<file path="config.mk">
export PLATFORM = sky130hd
export DESIGN_NAME = pipe_hazard_ctrl_flat
export DESIGN_NICKNAME = d
export VERILOG_FILES = /design/src/rtl/pipe_hazard_ctrl_pkg.sv /design/src/rtl/pipe_hazard_ctrl_if.sv /design/src/rtl/pipe_hazard_ctrl_md_busy_counter.sv /design/src/rtl/pipe_hazard_ctrl.sv /design/src/flat_wrapper.sv
export SDC_FILE = /design/constraint.sdc
export NUM_CORES = 1
export LEC_CHECK = 0
export BUFFER_PORTS_ARGS = -buffer_cell sky130_fd_sc_hd__clkbuf_2
export CAP_MARGIN = 25
export CORE_MARGIN = 4
export CORE_UTILIZATION = 43
export DETAILED_ROUTE_END_ITERATION = 8
export GPL_TIMING_DRIVEN = 0
export PLACE_DENSITY_LB_ADDON = 0.2
export SYNTH_ARGS = -nofsm -noshare
export SYNTH_HDL_FRONTEND = slang
export SYNTH_SLANG_ARGS = --single-unit
</file>
<file path="constraint.sdc">
create_clock -name clk -period 2.1 [get_ports clk]
set_clock_uncertainty 0.15 [all_clocks]
set_input_delay 0.105 -clock clk [delete_from_list [all_inputs] [get_ports clk]]
set_output_delay 0.105 -clock clk [all_outputs]
set_load 0.01 [all_outputs]
</file>
<file path="src/rtl/pipe_hazard_ctrl_pkg.sv">
// Shared encodings and defaults for the pipeline hazard controller.
package pipe_hazard_ctrl_pkg;

    localparam logic [1:0] TUSE_NONE = 2'd3;
    localparam logic [4:0] CP0_EPC = 5'd14;
    localparam int unsigned MULT_CYCLES_DEF = 5;
    localparam int unsigned DIV_CYCLES_DEF = 10;

    // A producer stalls the consumer when its result arrives later than it is needed.
    function automatic logic raw_hit(logic we, logic [4:0] wn, logic [4:0] src,
                                     logic [1:0] tnew, logic [1:0] tuse);
        return we && (wn == src) && (src != 5'd0) && (tuse != TUSE_NONE) && (tnew > tuse);
    endfunction

endpackage

</file>
<file path="src/rtl/pipe_hazard_ctrl_if.sv">
// Hazard-control bundle: stage hazard inputs from the pipeline, stall/flush/req back to it.
interface pipe_hazard_ctrl_if;

    logic [4:0] D_rs;
    logic [4:0] D_rt;
    logic [1:0] D_Tuse_rs;
    logic [1:0] D_Tuse_rt;
    logic       D_uses_md;
    logic       D_eret;
    logic [4:0] E_REG_write_number;
    logic       E_REG_write_enable;
    logic [1:0] E_Tnew;
    logic       E_mtc0_epc;
    logic       E_md_start;
    logic       E_md_is_div;
    logic [4:0] M_REG_write_number;
    logic       M_REG_write_enable;
    logic [1:0] M_Tnew;
    logic       M_mtc0_epc;
    logic       M_exc_req;
    logic       PC_en;
    logic       FD_stall;
    logic       DE_flush;
    logic       req;
    logic       md_busy;

    modport master (
        output D_rs, D_rt, D_Tuse_rs, D_Tuse_rt, D_uses_md, D_eret,
        output E_REG_write_number, E_REG_write_enable, E_Tnew, E_mtc0_epc,
        output E_md_start, E_md_is_div,
        output M_REG_write_number, M_REG_write_enable, M_Tnew, M_mtc0_epc, M_exc_req,
        input  PC_en, FD_stall, DE_flush, req, md_busy
    );

    modport slave (
        input  D_rs, D_rt, D_Tuse_rs, D_Tuse_rt, D_uses_md, D_eret,
        input  E_REG_write_number, E_REG_write_enable, E_Tnew, E_mtc0_epc,
        input  E_md_start, E_md_is_div,
        input  M_REG_write_number, M_REG_write_enable, M_Tnew, M_mtc0_epc, M_exc_req,
        output PC_en, FD_stall, DE_flush, req, md_busy
    );

endinterface

</file>
<file path="src/rtl/pipe_hazard_ctrl_md_busy_counter.sv">
// Multiply/divide unit occupancy countdown; busy is asserted in the start cycle itself.
module pipe_hazard_ctrl_md_busy_counter #(
    parameter int unsigned MULT_CYCLES = 5,
    parameter int unsigned DIV_CYCLES  = 10,
    parameter int unsigned CNT_W       = 4
) (
    input  logic clk,
    input  logic reset,
    input  logic start,
    input  logic is_div,
    input  logic req,
    output logic md_busy
);

    logic [CNT_W-1:0] count_q;
    logic [CNT_W-1:0] count_d;
    logic             load;

    // A flushed start never issues; a running op is not aborted by req.
    assign load = start & ~req;

    always_comb begin
        count_d = count_q;
        if (load) begin
            count_d = is_div ? CNT_W'(DIV_CYCLES) : CNT_W'(MULT_CYCLES);
        end else if (count_q != '0) begin
            count_d = count_q - 1'b1;
        end
    end

    always_ff @(posedge clk or negedge reset) begin
        if (!reset) begin
            count_q <= '0;
        end else begin
            count_q <= count_d;
        end
    end

    assign md_busy = (count_q != '0) | load;

endmodule

</file>
<file path="src/rtl/pipe_hazard_ctrl.sv">
// Pipeline stall/flush/req sequencer. Optional perf counters with PIPE_HAZARD_CTRL_PERF_EN.
module pipe_hazard_ctrl
    import pipe_hazard_ctrl_pkg::*;
#(
    parameter int unsigned MULT_CYCLES = MULT_CYCLES_DEF,
    parameter int unsigned DIV_CYCLES  = DIV_CYCLES_DEF,
    parameter int unsigned CNT_W       = 4
) (
    input  logic                clk,
    input  logic                reset,
    pipe_hazard_ctrl_if.slave   bus
`ifdef PIPE_HAZARD_CTRL_PERF_EN
    ,
    output logic [31:0]         perf_stall_cycles,
    output logic [31:0]         perf_req_count
`endif
);

    logic md_busy;
    logic stall_raw;
    logic stall_md;
    logic stall_eret;
    logic stall;
    logic req;

    assign req = bus.M_exc_req;

    pipe_hazard_ctrl_md_busy_counter #(
        .MULT_CYCLES (MULT_CYCLES),
        .DIV_CYCLES  (DIV_CYCLES),
        .CNT_W       (CNT_W)
    ) u_md_busy_counter (
        .clk     (clk),
        .reset   (reset),
        .start   (bus.E_md_start),
        .is_div  (bus.E_md_is_div),
        .req     (req),
        .md_busy (md_busy)
    );

    always_comb begin
        stall_raw = raw_hit(bus.E_REG_write_enable, bus.E_REG_write_number, bus.D_rs,
                            bus.E_Tnew, bus.D_Tuse_rs)
                  | raw_hit(bus.E_REG_write_enable, bus.E_REG_write_number, bus.D_rt,
                            bus.E_Tnew, bus.D_Tuse_rt)
                  | raw_hit(bus.M_REG_write_enable, bus.M_REG_write_number, bus.D_rs,
                            bus.M_Tnew, bus.D_Tuse_rs)
                  | raw_hit(bus.M_REG_write_enable, bus.M_REG_write_number, bus.D_rt,
                            bus.M_Tnew, bus.D_Tuse_rt);
        stall_md   = bus.D_uses_md & md_busy;
        // EPC written in flight would be read stale by ERET in D.
        stall_eret = bus.D_eret & (bus.E_mtc0_epc | bus.M_mtc0_epc);
        stall      = stall_raw | stall_md | stall_eret;
    end

    assign bus.req      = req;
    assign bus.PC_en    = ~stall | req;
    assign bus.FD_stall = stall & ~req;
    assign bus.DE_flush = stall & ~req;
    assign bus.md_busy  = md_busy;

`ifdef PIPE_HAZARD_CTRL_PERF_EN
    always_ff @(posedge clk or negedge reset) begin
        if (!reset) begin
            perf_stall_cycles <= '0;
            perf_req_count    <= '0;
        end else begin
            if (stall & ~req) begin
                perf_stall_cycles <= perf_stall_cycles + 32'd1;
            end
            if (req) begin
                perf_req_count <= perf_req_count + 32'd1;
            end
        end
    end
`endif

endmodule

</file>
<file path="src/flat_wrapper.sv">
// flat-port wrapper written by rule: the top's interface ports become plain ports
module pipe_hazard_ctrl_flat import pipe_hazard_ctrl_pkg::*;
#(
    parameter int unsigned MULT_CYCLES = MULT_CYCLES_DEF,
    parameter int unsigned DIV_CYCLES  = DIV_CYCLES_DEF,
    parameter int unsigned CNT_W       = 4
)
  (clk, reset, bus_D_rs, bus_D_rt, bus_D_Tuse_rs, bus_D_Tuse_rt, bus_D_uses_md, bus_D_eret, bus_E_REG_write_number, bus_E_REG_write_enable, bus_E_Tnew, bus_E_mtc0_epc, bus_E_md_start, bus_E_md_is_div, bus_M_REG_write_number, bus_M_REG_write_enable, bus_M_Tnew, bus_M_mtc0_epc, bus_M_exc_req, bus_PC_en, bus_FD_stall, bus_DE_flush, bus_req, bus_md_busy);
  pipe_hazard_ctrl_if bus_i ();
  input  logic clk;
  input  logic reset;
  input wire logic [$bits(bus_i.D_rs)-1:0] bus_D_rs;
  input wire logic [$bits(bus_i.D_rt)-1:0] bus_D_rt;
  input wire logic [$bits(bus_i.D_Tuse_rs)-1:0] bus_D_Tuse_rs;
  input wire logic [$bits(bus_i.D_Tuse_rt)-1:0] bus_D_Tuse_rt;
  input wire logic [$bits(bus_i.D_uses_md)-1:0] bus_D_uses_md;
  input wire logic [$bits(bus_i.D_eret)-1:0] bus_D_eret;
  input wire logic [$bits(bus_i.E_REG_write_number)-1:0] bus_E_REG_write_number;
  input wire logic [$bits(bus_i.E_REG_write_enable)-1:0] bus_E_REG_write_enable;
  input wire logic [$bits(bus_i.E_Tnew)-1:0] bus_E_Tnew;
  input wire logic [$bits(bus_i.E_mtc0_epc)-1:0] bus_E_mtc0_epc;
  input wire logic [$bits(bus_i.E_md_start)-1:0] bus_E_md_start;
  input wire logic [$bits(bus_i.E_md_is_div)-1:0] bus_E_md_is_div;
  input wire logic [$bits(bus_i.M_REG_write_number)-1:0] bus_M_REG_write_number;
  input wire logic [$bits(bus_i.M_REG_write_enable)-1:0] bus_M_REG_write_enable;
  input wire logic [$bits(bus_i.M_Tnew)-1:0] bus_M_Tnew;
  input wire logic [$bits(bus_i.M_mtc0_epc)-1:0] bus_M_mtc0_epc;
  input wire logic [$bits(bus_i.M_exc_req)-1:0] bus_M_exc_req;
  output wire logic [$bits(bus_i.PC_en)-1:0] bus_PC_en;
  output wire logic [$bits(bus_i.FD_stall)-1:0] bus_FD_stall;
  output wire logic [$bits(bus_i.DE_flush)-1:0] bus_DE_flush;
  output wire logic [$bits(bus_i.req)-1:0] bus_req;
  output wire logic [$bits(bus_i.md_busy)-1:0] bus_md_busy;
  assign bus_i.D_rs = bus_D_rs;
  assign bus_i.D_rt = bus_D_rt;
  assign bus_i.D_Tuse_rs = bus_D_Tuse_rs;
  assign bus_i.D_Tuse_rt = bus_D_Tuse_rt;
  assign bus_i.D_uses_md = bus_D_uses_md;
  assign bus_i.D_eret = bus_D_eret;
  assign bus_i.E_REG_write_number = bus_E_REG_write_number;
  assign bus_i.E_REG_write_enable = bus_E_REG_write_enable;
  assign bus_i.E_Tnew = bus_E_Tnew;
  assign bus_i.E_mtc0_epc = bus_E_mtc0_epc;
  assign bus_i.E_md_start = bus_E_md_start;
  assign bus_i.E_md_is_div = bus_E_md_is_div;
  assign bus_i.M_REG_write_number = bus_M_REG_write_number;
  assign bus_i.M_REG_write_enable = bus_M_REG_write_enable;
  assign bus_i.M_Tnew = bus_M_Tnew;
  assign bus_i.M_mtc0_epc = bus_M_mtc0_epc;
  assign bus_i.M_exc_req = bus_M_exc_req;
  assign bus_PC_en = bus_i.PC_en;
  assign bus_FD_stall = bus_i.FD_stall;
  assign bus_DE_flush = bus_i.DE_flush;
  assign bus_req = bus_i.req;
  assign bus_md_busy = bus_i.md_busy;
  pipe_hazard_ctrl #(.MULT_CYCLES(MULT_CYCLES), .DIV_CYCLES(DIV_CYCLES), .CNT_W(CNT_W)) u_core (.clk(clk), .reset(reset), .bus(bus_i));
endmodule
</file>
# ---- Word-level counts from Yosys, hierarchy flattened
# Index checks and enable logic that the tools add are counted.
dict set report word_totals {
  in_bits 39
  output_inout_bits 5
  word_cells 49
  ff_bits 4
}
dict set report classes {
  muxes 3
  n_reduce_logical 20
  bitwise_logic 14
  magnitude_cmp 4
  n_eq_ne 6
  n_addsub 1
}
# op count
set ops {}
lappend ops {{$eq A5 B5 Y1} 4}
lappend ops {{$logic_and A1 B1 Y1} 16}
lappend ops {{$mux W4} 3}
lappend ops {{$reduce_bool A5 Y1} 2}
lappend ops {{$gt A2 B2 Y1} 4}
lappend ops {{$or A1 B1 Y1} 8}
lappend ops {{$and A1 B1 Y1} 4}
lappend ops {{$ne A2 B2 Y1 const B} 2}
lappend ops {{$reduce_bool A4 Y1} 1}
lappend ops {{$sub A4 B1 Y4 const B} 1}
lappend ops {{$not A1 Y1} 2}
lappend ops {{$reduce_bool A2 Y1} 1}

# ---- Depth between registers and ports, before layout
# Gate-level depths: netlist of the first run.
dict set report depth {
  ltp_word 12
  depth_mapped 8
  depth_no_buf 7
}

# ---- Hierarchy
# A second synthesis of the first run with hierarchy kept.
dict set report hier_totals {
  hier_cells 91
  hier_area_um2 738.2
}
# mod area_each_um2 seq_area_each_um2 cells_each n_inst
set by_module_without_submodules {}
lappend by_module_without_submodules {pipe_hazard_ctrl 498.0 0.0 68 1}
lappend by_module_without_submodules {pipe_hazard_ctrl_md_busy_counter 240.2 100.1 23 1}

# ---- Least setup slack after synthesis of the first run
# Ideal clock, no wire load.
dict set report synth_path {
  kind {in2out}
  startpoint {input bus_D_Tuse_rs[1]}
  endpoint {output bus_FD_stall}
  n_path_buf 1
  t_arrival_ps 1498
  t_required_ps 1845
  cell_stages 8
  slack_ps 347
  path_cell_list {inv_1 ha_1 nor2b_1 o211ai_1 nor4_1 a211oi_2 a31oi_1 buf_4}
}
dict set report synth_between {
  elab_chain_cells 9
  word_cells_on_any_way 13
  classes_between {order compare (2); eq/ne (1); bitwise (6); reduce/logical (4)}
}
# item line_no
set synth_lines {}
lappend synth_lines {{start, declared} flat_wrapper.sv:14} ;# input wire logic [$bits(bus_i.D_Tuse_rs)-1:0] bus_D_Tuse_rs;
lappend synth_lines {{$ne A2 B2 Y1} pipe_hazard_ctrl_pkg.sv:12} ;# return we && (wn == src) && (src != 5'd0) && (tuse != TUSE_NONE) && (tnew > tuse);
lappend synth_lines {{$logic_and A1 B1 Y1 (2 in a row)} pipe_hazard_ctrl_pkg.sv:12}
lappend synth_lines {{$or A1 B1 Y1} pipe_hazard_ctrl.sv:44} ;# | raw_hit(bus.E_REG_write_enable, bus.E_REG_write_number, bus.D_rt,
lappend synth_lines {{$or A1 B1 Y1 *} pipe_hazard_ctrl.sv:46} ;# | raw_hit(bus.M_REG_write_enable, bus.M_REG_write_number, bus.D_rs,
lappend synth_lines {{$or A1 B1 Y1 *} pipe_hazard_ctrl.sv:48} ;# | raw_hit(bus.M_REG_write_enable, bus.M_REG_write_number, bus.D_rt,
lappend synth_lines {{$or A1 B1 Y1 * (2 in a row)} pipe_hazard_ctrl.sv:53} ;# stall = stall_raw | stall_md | stall_eret;
lappend synth_lines {{$and A1 B1 Y1 *} --}
lappend synth_lines {{end, declared} flat_wrapper.sv:30} ;# output wire logic [$bits(bus_i.FD_stall)-1:0] bus_FD_stall;
# Mark *: on every way between the ends. The rest lies on a longest branch, timed or not.

# ---- Final worst setup path of the first run
dict set report layout_path {
  startpoint {input bus_D_rs[1]}
  endpoint {output bus_FD_stall}
}
dict set report layout_between {
  elab_chain_cells 11
  word_cells_on_any_way 17
  classes_between {eq/ne (2); bitwise (6); reduce/logical (9)}
}
# item line_no
set layout_lines {}
lappend layout_lines {{start, declared} flat_wrapper.sv:12} ;# input wire logic [$bits(bus_i.D_rs)-1:0] bus_D_rs;
lappend layout_lines {{$eq A5 B5 Y1} pipe_hazard_ctrl_pkg.sv:12}
lappend layout_lines {{$logic_and A1 B1 Y1 (4 in a row)} pipe_hazard_ctrl_pkg.sv:12}
lappend layout_lines {{$or A1 B1 Y1} pipe_hazard_ctrl.sv:44}
lappend layout_lines {{$or A1 B1 Y1 *} pipe_hazard_ctrl.sv:46}
lappend layout_lines {{$or A1 B1 Y1 *} pipe_hazard_ctrl.sv:48}
lappend layout_lines {{$or A1 B1 Y1 * (2 in a row)} pipe_hazard_ctrl.sv:53}
lappend layout_lines {{$and A1 B1 Y1 *} pipe_hazard_ctrl.sv:58} ;# assign bus.FD_stall = stall & ~req;
# Marks and branches as above.

==> results of run 1 <==
synth_stat cells (all sizes together):
master,number
a211oi,1
a21oi,4
a31o,1
a31oi,1
buf,2
clkbuf,1
dfrtp,4
ha,10
inv,6
mux2,1
mux2i,1
nand2,8
nand3,2
nand4,2
nor2,1
nor2b,5
nor3,2
nor4,3
o2111ai,1
o211ai,2
o21a,2
o21ai,6
or3,1
or4,2
xnor2,17
xor2,5
worst max-delay path by stage:
stage                                             start           end  cells past startpoint
floorplan                              bus_D_Tuse_rs[1]  bus_FD_stall                      8
global placement                       bus_D_Tuse_rs[1]  bus_FD_stall                     10
detailed placement                     bus_D_Tuse_rs[1]  bus_FD_stall                     10
CTS                 u_core.u_md_busy_counter.count_q[3]  bus_FD_stall                      6
global route        u_core.u_md_busy_counter.count_q[3]  bus_FD_stall                      6
finish                                      bus_D_rs[1]  bus_FD_stall                      8
layout make-up:
cell class                      instances  area [um^2]  share of cell area
Multi-Input combinational cell         78          614               0.600
Timing Repair Buffer                   44          225               0.220
Sequential cell                         4          100              0.0978
Clock buffer                            3         22.5              0.0220
Inverter                                6         22.5              0.0220
Tap cell                               16         20.0              0.0196
Buffer                                  3         18.8              0.0183
report_power, final:
group          internal [mW]  switching [mW]  total (mW)  leakage, nW
logic                  0.169           0.166       0.335        0.438
registers              0.119          0.0366       0.156       0.0469
clock network         0.0636          0.0273      0.0909       0.0138
total                  0.352           0.230       0.582        0.499
layout by cell type, fill, tap and decap left out, types with 3 or more instances in the layout:
cell type / count
nor2b_1: 5
clkbuf_4: 3
ha_1: 10
xor2_1: 5
nand2_1: 7
inv_1: 6
o21ai_0: 4
xnor2_1: 17
dfrtp_1: 4
clkbuf_2: 43
a21oi_1: 4
what timing repair did:
item / 4_1_cts / 5_1_grt
gates resized for setup: 0 / 2
hold endpoints to repair: 4 / 0
hold buffers: 1 / 0
setup endpoints to repair: 0 / 1
per-layer routing:
layer / GRT usage / vias to the layer above
met4: 0.0829 / 0
met2: 0.271 / 34
li1: - / 421
met5: 0 / -
met3: 0.0241 / 0
met1: 0.188 / 341
through the flow:
| step | setup WS (ns) | instance area [um^2] | cells | utilization |
|---|---|---|---|---|
| finish | 0.148 | 1020 | 154 | 0.649 |
| global route | -0.00000377 | 1020 | 154 | 0.649 |
| CTS | 0.0386 | 1010 | 154 | 0.642 |
| detailed placement | 0.113 | 980 | 150 | 0.621 |
| global placement | 0.192 | 980 | 150 | 0.621 |
| floorplan | 0.347 | 744 | 91 | - |
kinds of logic (layout without fill, tap and decap cells):
logic type / count (synthesis) / count (layout)
xor gates and xnor gates: 22 / 22
muxes: 2 / 2
buffers and inverters: 9 / 56
and+or+nand+nor: 26 / 26
AOI/OAI and AO/OA: 18 / 18
DFF: 4 / 4
adders and majority gates: 10 / 10
==> impl_results.md, run 1 <==
* WL met2 at ~940 um
* First-pass GRT wire length at 3.07 mm
* Compound-gate portion of the synthesized area at 0.161
* Reg-to-reg endpoint: u_core.u_md_busy_counter.count_q[1]
* Die Area at 2460 um^2
* DRT iter0 DRCs at 2
* # fillers at 145
* Tightest Pin Transition at roughly 0.27 ns
* Clock network latency to the later pin of the worst-skew pair at 0.23 ns
* GR Overflow Total at 0
* Simple-gate share of the synthesized area at 0.193
* DRT Pass-1 Iters at 4
* Bufs on Longest Clock Path at 2
* CP Class: in2out
* XOR/XNOR Fraction of Synth Area at 0.259
* Synth Area in Adders at 0.168
* Status: finished clean
* Synth area leaders: xnor2_1 (20%), ha_1 (17%), dfrtp_1 (13%)
* WP data required at 1.85 ns
* DR top layer: met3
* Distinct cells, synth at 30
* Final WL at 1.90 mm
* Via/cell ratio at ~5.2
* Area grow syn2layout at 37.5%
* Vias post-DR at 796
* Largest family of logic cells by synthesized area: XOR/XNOR gates
* Total power at 0.582 mW
* Sinks on Clock Net at 4
* Most flop-heavy register: u_core.u_md_busy_counter.count_q
* Buffers & Inverters on Critical Path at 3
* Core area at 1580 um^2
* Synth Area per Inst at about 8.2 um^2
* Largest registers: u_core.u_md_busy_counter.count_q x4
* # nets final at about 190
* Global placer's final weighted congestion at 0.800
* Initial antenna violation count at 0
* Fin. max-slew vios at 0
* R2r startpoint: u_core.u_md_busy_counter.count_q[0]
* Synth area leader: xnor2_1
* PwrDens at ~570 nW/um^2
* Synth top area share at 0.200
* Cell Rows at 14
* Post-DRT Antenna Nets at 0
* Max VDD drop at 247 uV
* Die height at 49.6 um
* Mapped Cells at 91
* Max reg flops at 4
* Number of setup violations in the final report at 0
* HP Class: in2async
* Residual DRC at 0
* Detail Placement HPWL at 1.75 mm
* Crit path top cell by count: clkbuf_2
* Ant. Diodes at 0
* DRT met1 WL at 799 um
* Synthesized cell area at 744 um^2
* Die span in x at 49.6 um
* Worst-path clk slew at about 0.04 ns
* H-Tree Depth at 1
* R2R cell count at 5
* FF+latch count, synth at 4
* Leak at 0.499 nW
* Yosys warnings at 0
* Final Hold Viols at 0
* Initial Util at 0.472
* Layout cells sized above 1 at 0.399
* Total length of routed met3 wires at 155 um
* Post-synthesis sequential area ratio at 0.134
* Register-to-register setup slack at 0.79 ns
* Largest net degree at the start of global routing at 7
* Wire per inst at 12.3 um
* Max-slew headroom at 0.817
* Fmax at 512 MHz
* Hold WS at a little under 0.06 ns
* Setup Buffers After CTS at 0
* Vias in the first global route at 798
* GR Util All Layers at 0.158
* Root buffer cell: clkbuf_4
* Max-Cap Viols at 0
* Final Cycle Share at 0.930
* Crit path cell chain: clkbuf_2 -> or4_4 -> o21ai_2 -> nor4_1 -> o21ai_0 -> a31oi_1 -> buf_4 -> clkbuf_2
* Post-synthesis mux area share at 0.0286
* CTS tree: done
* Cell family with most CP delay: simple AND/OR/NAND/NOR gates
* CTS buffer count at 3
* Syn_nets at 140
* Crit path largest cell delay at 0.54 ns
* Num ports at 44
* Critical Path AT at 1.70 ns
* Worst Setup Start Kind: input port
* Setup TNS at 0 ns
* Slowest cell on crit path: or4_4
* CP Max Fanout at 3
* I/O Buffers at 43
* Fin crit period at 1.95 ns
* CP endpoint kind: output pin
No activity file was read; power rests on OpenSTA's default activity.
==> run 2: changes to the inputs <==
--- a/config.mk
+++ b/config.mk
@@ -10,7 +10,7 @@
 export CORE_MARGIN = 4
 export CORE_UTILIZATION = 43
 export DETAILED_ROUTE_END_ITERATION = 8
-export GPL_TIMING_DRIVEN = 0
+export GPL_TIMING_DRIVEN = 1
 export PLACE_DENSITY_LB_ADDON = 0.2
 export SYNTH_ARGS = -nofsm -noshare
 export SYNTH_HDL_FRONTEND = slang
==> impl_results.md, run 2 (synthesis results as in run 1) <==
* Hold depth at 3
* First-pass GRT wire length at 3.06 mm (was 3.07 mm)
* Leak at 0.486 nW (was 0.499 nW)
* Clock network latency to the later pin of the worst-skew pair at 0.23 ns (about the same)
* Crit path cell chain: nor3_1 -> nand2_2 -> a211oi_2 -> a31o_1 -> clkbuf_2 (was clkbuf_2 -> or4_4 -> o21ai_2 -> nor4_1 -> o21ai_0 -> a31oi_1 -> buf_4 -> clkbuf_2)
* CP Max Fanout at 6 (was 3)
* Num ports at 44 (unchanged)
* Die Area at 2460 um^2 (unchanged)
* H-Tree Depth at 1 (unchanged)
* Die span in x at 49.6 um (unchanged)
* CTS tree: done (unchanged)
* Final Hold Viols at 0 (unchanged)
* # fillers at 148 (was 145)
* WP data required at 1.85 ns (about the same)
* Bufs on Longest Clock Path at 2 (unchanged)
* HP Class: in2reg (was in2async)
* Hold path endpoint: u_core.u_md_busy_counter.count_q[0]
* Most common cell after layout, fill and taps aside: clkbuf_2 (unchanged)
* Die height at 49.6 um (unchanged)
* Critical Path AT at 1.68 ns (was 1.70 ns)
* Reg-to-reg endpoint: u_core.u_md_busy_counter.count_q[1] (unchanged)
* Worst-path clk slew at 0.04 ns (about the same)
* I/O Buffers at 43 (unchanged)
* Via/cell ratio at 5.16 (was 5.17)
* Layout cells sized above 1 at 0.378 (was 0.399)
* Initial Util at 0.472 (unchanged)
* Detail Placement HPWL at 1.67 mm (was 1.75 mm)
* Final Cycle Share at 0.923 (was 0.930)
* Post-DRT Antenna Nets at 0 (unchanged)
* Max-Cap Viols at 0 (unchanged)
* DRT Pass-1 Iters at 4 (unchanged)
* CP Class: reg2out (was in2out)
* Total power at 0.568 mW (was 0.582 mW)
* Vias in the first global route at 764 (was 798)
* PwrDens at 571 nW/um^2 (was 568 nW/um^2)
* Largest net degree at the start of global routing at 7 (unchanged)
* Hold Crit Start: bus_E_md_is_div
* # nets final at 186 (was 189)
* Number of setup violations in the final report at 0 (unchanged)
* CP endpoint kind: output pin (unchanged)
* Hold WS at 0.0660 ns (was 0.0595 ns)
* Initial antenna violation count at 0 (unchanged)
* CTS buffer count at 3 (unchanged)
* DRT iter0 DRCs at 10 (was 2)
* Worst Setup Start Kind: register (was input port)
* Fin crit period at 1.94 ns (was 1.95 ns)
* Largest registers: u_core.u_md_busy_counter.count_q x4 (unchanged)
* Fmax at 516 MHz (was 512 MHz)
* Max VDD drop at 275 uV (was 247 uV)
* Status: finished clean (unchanged)
* Global placer's final weighted congestion at 0.788 (was 0.800)
* R2R cell count at 4 (was 5)
* GR Overflow Total at 0 (unchanged)
* Residual DRC at 0 (unchanged)
* Final WL at 1.84 mm (was 1.90 mm)
* Area grow syn2layout at 33.4% (was 37.5%)
* Most frequent cells in the layout: clkbuf_2 (43), xnor2_1 (17), ha_1 (10) (unchanged)
* Vias post-DR at 779 (was 796)
* Root buffer cell: clkbuf_4 (unchanged)
* Sinks on Clock Net at 4 (unchanged)
* Setup Buffers After CTS at 0 (unchanged)
* Unrepaired setup endpoints after global routing: false
* Ant. Diodes at 0 (unchanged)
* Core area at 1580 um^2 (unchanged)
* Max reg flops at 4 (unchanged)
* Crit path largest cell delay at 0.39 ns (was 0.54 ns)
* R2r startpoint: u_core.u_md_busy_counter.count_q[2] (was u_core.u_md_busy_counter.count_q[0])
* Register-to-register setup slack at 0.72 ns (was 0.79 ns)
* Cell Rows at 14 (unchanged)
* Most flop-heavy register: u_core.u_md_busy_counter.count_q (unchanged)
* Wire per inst at 12.2 um (was 12.3 um)
* Max-slew headroom at 0.723 (was 0.817)
* Setup TNS at 0 ns (unchanged)
* Slowest cell on crit path: dfrtp_1 (was or4_4)
* Fin. max-slew vios at 0 (unchanged)
* Tightest Pin Transition at 0.415 ns (was 0.272 ns)
* GR Util All Layers at 0.155 (was 0.158)
run 2: cell types whose count changed in the layout (fill, tap and decap cells not counted):
cell | previous run | this run
nor3_1 | 1 | 2
nor3_2 | 1 | 0
clkbuf_1 | 1 | 0
buf_4 | 2 | 0
nor4_2 | 1 | 0
nor4_1 | 2 | 3
run 2: critical path, delay by kind of cell, from the launching register on:
family                 cells  cell delay, ns
AOI/OAI and AO/OA          2            0.44
buffers and inverters      1            0.12
DFF                        1            0.39
and+or+nand+nor            2            0.50
run 2: worst max path at each step:
stage,start,end,slack [ns],cells past startpoint
after CTS,u_core.u_md_busy_counter.count_q[2],bus_PC_en,0.15,5
after detailed placement,bus_D_Tuse_rs[1],bus_FD_stall,0.23,9
after floorplan,bus_D_Tuse_rs[1],bus_FD_stall,0.35,8
after global placement,bus_D_Tuse_rs[1],bus_FD_stall,0.24,9
after global routing,u_core.u_md_busy_counter.count_q[2],bus_DE_flush,0.06,5
final,u_core.u_md_busy_counter.count_q[2],bus_PC_en,0.16,5
run 2: final cells by class:
type	instances	area (um^2)	share of cell area
Sequential cell	4	100	0.101
Inverter	6	22.5	0.0227
Clock buffer	3	22.5	0.0227
Timing Repair Buffer	44	225	0.227
Tap cell	16	20.0	0.0202
Multi-Input combinational cell	78	603	0.607
run 2: power breakdown:
part / switching (mW) / internal [mW]
combinational: 0.162 / 0.163
sequential: 0.0327 / 0.119
clock: 0.0275 / 0.0636
total: 0.222 / 0.346
run 2: metrics by stage:
stage | instance area (um^2) | cells | setup WS [ns] | utilization
floorplan | 744 | 91 | 0.347 | -
global route | 993 | 151 | 0.0569 | 0.630
CTS | 993 | 151 | 0.152 | 0.630
detailed placement | 961 | 147 | 0.233 | 0.610
finish | 993 | 151 | 0.161 | 0.630
global placement | 961 | 147 | 0.239 | 0.610
run 2: per-layer routing:
metal | share of wire | GRT usage | routed length [um] | vias up
met5 | 0 | 0 | 0 | -
met4 | 0.011 | 0.0691 | 20 | 0
met3 | 0.082 | 0.0120 | 152 | 2
met2 | 0.48 | 0.262 | 882 | 33
met1 | 0.43 | 0.199 | 788 | 335
li1 | - | - | - | 409
run 2: timing repair:
item | in CTS | in global routing
hold buffers | 1 | 0
endpoints found under the hold margin | 4 | 0
gates resized for setup | 0 | 0
